==> src/rtl/spi_slave_engine_pkg.sv <==
// Shared SPI definitions: clock-phase modes, default geometry and the
// shifter output-bit selector used by the slave engine.
package spi_pkg;

    typedef enum logic {
        CPHA0 = 1'b0,
        CPHA1 = 1'b1
    } cpha_e;

    localparam int unsigned DEFAULT_WIDTH = 8;
    localparam int unsigned DEFAULT_CNT_W = 4;
    localparam int unsigned MAX_WIDTH     = 64;

    // Callers zero-extend their shifter to MAX_WIDTH and pass its real width.
    function automatic logic bit_out(input logic [MAX_WIDTH-1:0] shifter,
                                     input logic                 msb_first,
                                     input int unsigned          width = DEFAULT_WIDTH);
        logic [5:0] top;
        top = 6'(width - 1);
        return msb_first ? shifter[top] : shifter[0];
    endfunction

endpackage

==> src/rtl/spi_slave_engine.sv <==
// SPI slave shift engine (CPOL=0): configurable width, bit order and phase,
// in-frame word index and toggle-based word events for a downstream CDC stage.
module spi_slave_engine
    import spi_pkg::*;
#(
    parameter int unsigned WIDTH     = DEFAULT_WIDTH,
    parameter int unsigned MSB_FIRST = 1,
    parameter int unsigned CPHA      = 0,
    parameter int unsigned CNT_W     = DEFAULT_CNT_W
) (
    input  logic             sclk,
    input  logic             rst_n,
    input  logic             cs_n,
    input  logic             mosi,
    output logic             miso,
    output logic             miso_oe,
    output logic [WIDTH-1:0] rx_data,
    output logic             rx_toggle,
    output logic [CNT_W-1:0] rx_idx,
    input  logic [WIDTH-1:0] tx_data,
    output logic             tx_toggle,
    output logic             frame_active
);

    localparam int unsigned      BIT_W    = $clog2(WIDTH);
    localparam logic [BIT_W-1:0] LAST_BIT = BIT_W'(WIDTH - 1);
    localparam cpha_e            MODE     = cpha_e'(CPHA[0]);
    localparam logic             MSB      = (MSB_FIRST != 0);

    logic             samp_clk;
    logic             launch_clk;
    logic [BIT_W-1:0] bit_cnt;
    logic [CNT_W-1:0] word_cnt;
    logic [WIDTH-2:0] rx_shift;
    logic [WIDTH-1:0] rx_word;
    logic             word_done;
    logic [WIDTH-1:0] tx_shift;
    logic [WIDTH-1:0] tx_src;
    logic             tx_live;
    logic             tx_load;

    assign samp_clk   = (MODE == CPHA1) ? ~sclk : sclk;
    assign launch_clk = ~samp_clk;
    assign miso_oe    = ~cs_n;

    assign word_done = (bit_cnt == LAST_BIT);
    assign rx_word   = MSB ? {rx_shift, mosi} : {mosi, rx_shift};

    always_ff @(posedge samp_clk or posedge cs_n) begin
        if (cs_n) begin
            bit_cnt      <= '0;
            word_cnt     <= '0;
            rx_shift     <= '0;
            frame_active <= 1'b0;
        end else if (!rst_n) begin
            bit_cnt      <= '0;
            word_cnt     <= '0;
            rx_shift     <= '0;
            frame_active <= 1'b1;
        end else begin
            frame_active <= 1'b1;
            rx_shift     <= MSB ? rx_word[WIDTH-2:0] : rx_word[WIDTH-1:1];
            bit_cnt      <= word_done ? '0 : bit_cnt + 1'b1;
            if (word_done) begin
                word_cnt <= word_cnt + 1'b1;
            end
        end
    end

    // bit_cnt is held at zero while cs_n is high, so word_done already implies an open frame.
    always_ff @(posedge samp_clk) begin
        if (!rst_n) begin
            rx_data   <= '0;
            rx_idx    <= '0;
            rx_toggle <= 1'b0;
        end else if (word_done) begin
            rx_data   <= rx_word;
            rx_idx    <= word_cnt;
            rx_toggle <= ~rx_toggle;
        end
    end

    // Until the first launch edge of a frame the shifter reads tx_data directly,
    // which gives the transparent parallel load while cs_n is high.
    assign tx_src  = tx_live ? tx_shift : tx_data;
    assign tx_load = (bit_cnt == '0) && (frame_active || (MODE == CPHA1));

    always_ff @(posedge launch_clk or posedge cs_n) begin
        if (cs_n) begin
            tx_live <= 1'b0;
        end else begin
            tx_live <= 1'b1;
        end
    end

    always_ff @(posedge launch_clk) begin
        if (!rst_n) begin
            tx_shift  <= '0;
            tx_toggle <= 1'b0;
        end else if (miso_oe) begin
            if (tx_load) begin
                tx_shift  <= tx_data;
                tx_toggle <= ~tx_toggle;
            end else begin
                tx_shift  <= MSB ? {tx_src[WIDTH-2:0], 1'b0} : {1'b0, tx_src[WIDTH-1:1]};
            end
        end
    end

    assign miso = cs_n ? 1'b0 : bit_out(MAX_WIDTH'(tx_src), MSB, WIDTH);

endmodule

==> config.mk <==
export PLATFORM = sky130hd
export DESIGN_NAME = spi_slave_engine
export DESIGN_NICKNAME = d
export VERILOG_FILES = /design/src/rtl/spi_slave_engine_pkg.sv /design/src/rtl/spi_slave_engine.sv
export SDC_FILE = /design/constraint.sdc
export NUM_CORES = 1
export LEC_CHECK = 0
export CORE_AREA = 2 2 60 62
export CTS_CLUSTER_DIAMETER = 150
export DETAILED_ROUTE_END_ITERATION = 8
export DIE_AREA = 0 0 62 64
export PLACE_DENSITY = 0.75
export SYNTH_ARGS = -nofsm -noshare
export SYNTH_HDL_FRONTEND = slang
export SYNTH_SLANG_ARGS = --single-unit
==> constraint.sdc <==
create_clock -name sclk -period 1.9 [get_ports sclk]
set_input_delay 0.475 -clock sclk [delete_from_list [all_inputs] [get_ports sclk]]
set_output_delay 0.475 -clock sclk [all_outputs]
set_load 0.1 [all_outputs]
==> metrics.yaml, run 1 <==
timing:
  rsz0062_at_grt: "true"
  setup_viol: 11
  hold_slack_ns: 0.413
  setup_ws_ns: -0.795
  timing.setup.tns_ns: -3.46
  clock_skew_ns: 0.0903
  hold_violations: 0
  drv_slew: 0
power_and_ir_drop:
  peakVddDrop_mv: 0.452
  leakagePower_nw: 1.02
  power_density_nw_per_um2: 668
  fin_total_pwr_mw: 1.57
logic_synthesis:
  ys_types: 28
  synth_seq_cells: 38
  syn_area_um2: 1610
  synth-seq-area-share: 0.524
  ys_warn_count: 0
  synthCells: 138
  avgSynthCellArea_um2: 11.6
worst_setup_path:
  r2r-end: "tx_shift[1]"
  r2r_slack_ns: -0.34
  reg2regPathDepth: 5
  cp_data_arrival_time_ns: 2.22
  required_ns: 1.42
  r2r_start: "bit_cnt[0]"
  cp-start-kind: "flop"
  path_class: "flop to output port"
  cp_max_fo: 2
  setup.worst_path.end: "miso"
  cp_slowest_cell: "dfrtn_1"
  end_kind: "output port"
  cp_cell_sequence: "mux2i_2 > nor2_4 > buf_12"
  startpoint: "tx_live"
  cpPeakStageDelay_ns: 0.46
floorplanning:
  die_y_um: 64
  dieArea_um2: 3970
  core_um2: 3280
  die_width_um: 62
  core.rowCount: 21
  pin_count: 29
  start_util: 0.489
final_layout:
  fin_util: 0.717
  layout.nets: 206
  drive_above_1_share: 0.300
  fill_cells: 225
  final_cells: 236
  fin_area_um2: 2350
  diodes: 0
  area_delta_synth_final_pct: 46.6
grt:
  grt_pass1_vias: 1202
  antenna_found_initial: 0
  grt_first_pass_wirelength_mm: 5.44
  grt_usage: 0.186
  grt_max_degree: 26
  grt_overflow: 0
drt:
  drt_iter0_markers: 67
  ant_nets: 0
  drt_drc_violations_left: 0
  vias: 1177
  viasPerCell: 4.99
  drt-wirelength-per-cell_um: 13.8
  firstDrtPassIters: 4
  routed_wl_mm: 3.26
status:
  status: "finished, violations left"
  violations: "setup timing"
placement:
  dpl_worst_slack_ns: -0.873
  dpl.hpwl_mm: 2.09
  port_buffers: 28
  place.gp.congestion: 0.835
  dp_cells: 216
  dpl-instance-area_um2: 2180
clock_network:
  cts_max_level: 2
  cts.sinks: 38
  cts_buffers: 5
  insertion_delay_ns: 0.41
  cts_hold_buf: 0
  clkTransAtPathRegs_ns: 0.11
  root_buffer: "clkbuf_4"
  cts_tree: "done"
  clk_path_buf_depth: 2
worst_hold_path:
  hp-class: "primary input to async pin"
run:
  cap_violations: 0
==> sequential cells by signal (all words and copies together), names as in the netlist <==
| register | flops |
|---|---|
| rx_toggle | 1 |
| rx_data | 8 |
| bit_cnt | 3 |
| rx_shift | 7 |
| tx_toggle | 1 |
| rx_idx | 4 |
| tx_live | 1 |
| word_cnt | 4 |
| tx_shift | 8 |
| frame_active | 1 |
==> layer usage <==
layer  up-vias  wire length [um]  global-route usage  part of all wire
li1        576                 -                   -                 -
met1       563              1420               0.238              0.43
met2        34              1670               0.293              0.51
met3         4               136              0.0668             0.042
met4         0                40              0.0479             0.012
met5         -                 0                   0                 0
==> report_power, final <==
part	switching, mW	internal (mW)
Sequential	0.0171	0.828
Combinational	0.129	0.112
Clock	0.319	0.166
Total	0.466	1.11
==> kinds of logic (layout without fill, tap and decap cells) <==
| family | after synthesis | count (layout) | synth area share |
|---|---|---|---|
| AND/OR/NAND/NOR | 41 | 42 | 0.154 |
| flip-flops | 38 | 38 | 0.524 |
| multiplexers | 22 | 22 | 0.137 |
| AO/OA/AOI/OAI | 14 | 14 | 0.0709 |
| buffers and inverters | 13 | 63 | 0.0514 |
| adder cells (fa/ha/maj) | 5 | 5 | 0.0390 |
| XOR/XNOR | 4 | 4 | 0.0218 |
| other | 1 | 2 | 0.00234 |
==> layout by cell type (no fill, tap or decap), types with 3 or more instances in the layout <==
cell	count
a32oi_1	4
buf_4	12
o31ai_1	5
nor2b_1	13
dfxtp_1	21
buf_12	18
clkbuf_4	5
ha_1	4
inv_1	11
and2_1	12
nand2_1	3
dfrtp_1	14
mux2i_1	21
clkdlybuf4s50_1	9
==> worst min path at each step <==
stage | start | to | cells after the start
after floorplan | bit_cnt[0] | bit_cnt[0] | 1
after global placement | tx_shift[2] | tx_shift[2] | 2
after detailed placement | tx_shift[0] | tx_shift[0] | 2
after CTS | cs_n | rx_shift[4] | 3
after global routing | cs_n | word_cnt[0] | 3
final | cs_n | rx_shift[3] | 3
==> critical path, delay by kind of cell (launching register included) <==
kind,cells,cell delay (ns)
buffers and inverters,1,0.16
AND/OR/NAND/NOR,1,0.06
multiplexers,1,0.27
flip-flops,1,0.46
==> cell usage after synthesis <==
cell	number	share of area
nand2_1	5	0.012
nand3_1	3	0.0094
dfxtp_1	22	0.27
and2_1	12	0.047
nor3b_1	1	0.0047
nor2b_2	1	0.0055
o31ai_1	6	0.028
nor2b_1	13	0.051
buf_4	2	0.0094
xnor2_1	2	0.011
dfrtn_1	1	0.016
and3b_1	2	0.011
nand2b_1	1	0.0039
o311ai_1	1	0.0055
clkbuf_1	4	0.0094
xor2_1	2	0.011
conb_1	1	0.0023
mux2i_1	22	0.14
ha_1	5	0.039
nand4_1	1	0.0039
nor2_1	1	0.0023
inv_1	4	0.0094
buf_6	2	0.014
dfrtp_1	15	0.23
a32oi_1	6	0.033
buf_8	1	0.0094
and2_0	1	0.0039
a21boi_0	1	0.0047
==> final cells by class <==
type / instances / area, um^2 / share of cell area
inverters: 3 / 15.0 / 0.00638
clock buffers: 6 / 41.3 / 0.0175
flip-flops and latches: 38 / 846 / 0.359
multi-input cells: 89 / 766 / 0.325
repair buffers: 43 / 583 / 0.248
well taps: 46 / 57.6 / 0.0245
clock inverters: 11 / 45.0 / 0.0191
==> repair_timing <==
action                                 4_1_cts  5_1_grt
endpoints found under the hold margin        0        0
pin swaps                                   11        1
setup endpoints to repair                   12       12
gates cloned                                 1        0
resized for setup                           18        4
buffers inserted                             2        1
(Power assumes the default switching activity.)
==> run 2: changes to the inputs <==
--- a/config.mk
+++ b/config.mk
@@ -10,6 +10,7 @@
 export DETAILED_ROUTE_END_ITERATION = 8
 export DIE_AREA = 0 0 62 64
 export PLACE_DENSITY = 0.75
+export SKIP_LAST_GASP = 1
 export SYNTH_ARGS = -nofsm -noshare
 export SYNTH_HDL_FRONTEND = slang
 export SYNTH_SLANG_ARGS = --single-unit
==> constraint.sdc (replaced) <==
create_clock -name sclk -period 1.9 [get_ports sclk]
set_input_delay 0.38 -clock sclk [delete_from_list [all_inputs] [get_ports sclk]]
set_output_delay 0.38 -clock sclk [all_outputs]
set_load 0.1 [all_outputs]
==> metrics.yaml, run 2 (synthesis results as in run 1) <==
status:
  status: "finished, violations left"
  violations: "setup timing"
drt:
  drt-wirelength-per-cell_um: 13.8  # +0.17%
  drt_drc_violations_left: 0  # unchanged
  routed_wl_mm: 3.31  # +1.4%
  vias: 1177  # unchanged
  ant_nets: 0  # unchanged
  viasPerCell: 4.92  # -1.3%
  drt_iter0_markers: 39  # -42%
  firstDrtPassIters: 4  # unchanged
grt:
  grt_use_met2: 0.285  # -0.00781
  grt.busiest_layer: "met2"
  grt_max_degree: 26  # unchanged
  grt_usage: 0.184  # -0.00177
  grt.met1_usage: 0.233  # -0.00451
  antenna_found_initial: 0  # unchanged
  grt_overflow: 0  # unchanged
  grt_pass1_vias: 1188  # -1.2%
  met3_usage: 0.0486  # -0.0182
  grt_first_pass_wirelength_mm: 5.38  # -1.3%
clock_network:
  cts_max_level: 2  # unchanged
  insertion_delay_ns: 0.40  # about the same
  clkTransAtPathRegs_ns: 0.11  # about the same
  cts_hold_buf: 0  # unchanged
  root_buffer: "clkbuf_4"
  cts_tree: "done"
  clk_path_buf_depth: 2  # unchanged
  cts.sinks: 38  # unchanged
  cts_buffers: 5  # unchanged
worst_hold_path:
  hp-class: "primary input to async pin"
placement:
  place.gp.congestion: 0.849  # +1.7%
  dpl.hpwl_mm: 2.18  # +4.5%
  port_buffers: 28  # unchanged
  dpl-instance-area_um2: 2030  # -6.8%
floorplanning:
  die_width_um: 62  # unchanged
  die_y_um: 64  # unchanged
  core.rowCount: 21  # unchanged
  pin_count: 29  # unchanged
  start_util: 0.489  # unchanged
  dieArea_um2: 3970  # unchanged
  core_um2: 3280  # unchanged
power_and_ir_drop:
  p_clk_frac: 0.299  # -0.010
  power.internal_mw: 1.11  # +0.76%
  sequentialPowerShare: 0.536  # -0.002
  peakVddDrop_mv: 0.402  # -11%
  p_sw_frac: 0.294  # -0.00232
  pwr-share-comb: 0.165  # +0.012
  power_density_nw_per_um2: 701  # +5.0%
  leakagePower_nw: 1.01  # -0.49%
  p_switching_mw: 0.464  # -0.36%
final_layout:
  area_delta_synth_final_pct: 40.2
  diodes: 0  # unchanged
  layout.nets: 209  # +1.5%
  final_common_cell: "buf_4"
  mostFrequentLayoutCells: "buf_4, mux2i_1, dfxtp_1, dfrtp_1"
  fin_util: 0.685  # -0.0312
  reg.largest.list: "rx_data x8, tx_shift x8, rx_shift x7"
  drive_above_1_share: 0.326  # +0.0264
  fin_area_um2: 2250  # -4.4%
worst_setup_path:
  path_class: "flop to output port"
  r2r_slack_ns: -0.32  # +0.02 ns
  r2r-end: "tx_shift[7]"
  cp_data_arrival_time_ns: 2.23  # about the same
  required_ns: 1.52  # +0.10 ns
  cp_max_fo: 2  # unchanged
  cp-start-kind: "flop"
  end_kind: "output port"
  r2r_start: "bit_cnt[0]"
  reg2regPathDepth: 5  # unchanged
timing:
  drv_slew: 0  # unchanged
  hold_slack_ns: 0.415  # +0.00172 ns
  clock_skew_ns: 0.0771  # -0.0132 ns
  rsz0062_at_grt: "true"
  hold_violations: 0  # unchanged
  setup_ws_ns: -0.705  # +0.0897 ns
  setup_viol: 11  # unchanged
run:
  cap_violations: 0  # unchanged
-- run 2: cell count changes in the layout (fill, tap and decap cells not counted), sizes merged --
cell           change
buf                +3
clkdlybuf4s15      -1
dlygate4sd2        +1
-- run 2: power by group through the flow --
| stage | clock, mW | sequential (mW) | combinational, mW |
|---|---|---|---|
| 2_1_floorplan | 0.0324 | 0.878 | 0.109 |
| 3_3_place_gp | 0.0324 | 0.857 | 0.209 |
| 3_5_place_dp | 0.0324 | 0.859 | 0.217 |
| 4_1_cts | 0.492 | 0.844 | 0.245 |
| 5_1_grt | 0.536 | 0.848 | 0.279 |
| 6_report | 0.473 | 0.846 | 0.260 |
-- run 2: how the worst max path moves through the flow --
stage             endpoint  slack, ns  depth (start not counted)    start
3_3_place_gp   tx_shift[1]      -0.64                          4     cs_n
3_5_place_dp   tx_shift[1]      -0.69                          4     cs_n
2_1_floorplan         miso      -0.56                          3  tx_live
5_1_grt               miso      -0.74                          3  tx_live
6_report              miso      -0.71                          3  tx_live
4_1_cts               miso      -0.71                          3  tx_live
-- run 2: cell type report --
type,instances,area [um^2]
tap,46,57.6
fill,273,1030
timing repair buffer,46,444
clock buffer,6,41.3
inverter,3,15.0
multi-input combinational,89,802
sequential,38,846
clock inverter,11,45.0
-- run 2: stage by stage --
stage	setup TNS, ns	power, mW	worst slack (ns)	instances
6_report	-3.45	1.58	-0.705	239
4_1_cts	-3.36	1.58	-0.713	238
5_1_grt	-3.99	1.66	-0.740	239
3_5_place_dp	-6.41	1.11	-0.689	218
2_1_floorplan	-5.51	1.02	-0.562	139
3_3_place_gp	-6.01	1.10	-0.640	218
-- run 2: per-layer routing --
| layer | wire [um] | up-vias |
|---|---|---|
| met2 | 1710 | 22 |
| met1 | 1450 | 573 |
| met3 | 118 | 4 |
| met4 | 34 | 0 |
| li1 | - | 578 |
| met5 | 0 | - |
-- run 2: timing repair --
item	4_1_cts	5_1_grt
setup endpoints to repair	12	11
gates cloned	1	0
gates resized for setup	19	6
buffers inserted	3	1
pin swaps	12	3
-- run 2: worst max-delay path, stage by stage, from the launching register on --
cell and delay [ns]:
dfrtn_1 0.45, mux2i_2 0.27, nor2_4 0.06, buf_12 0.16
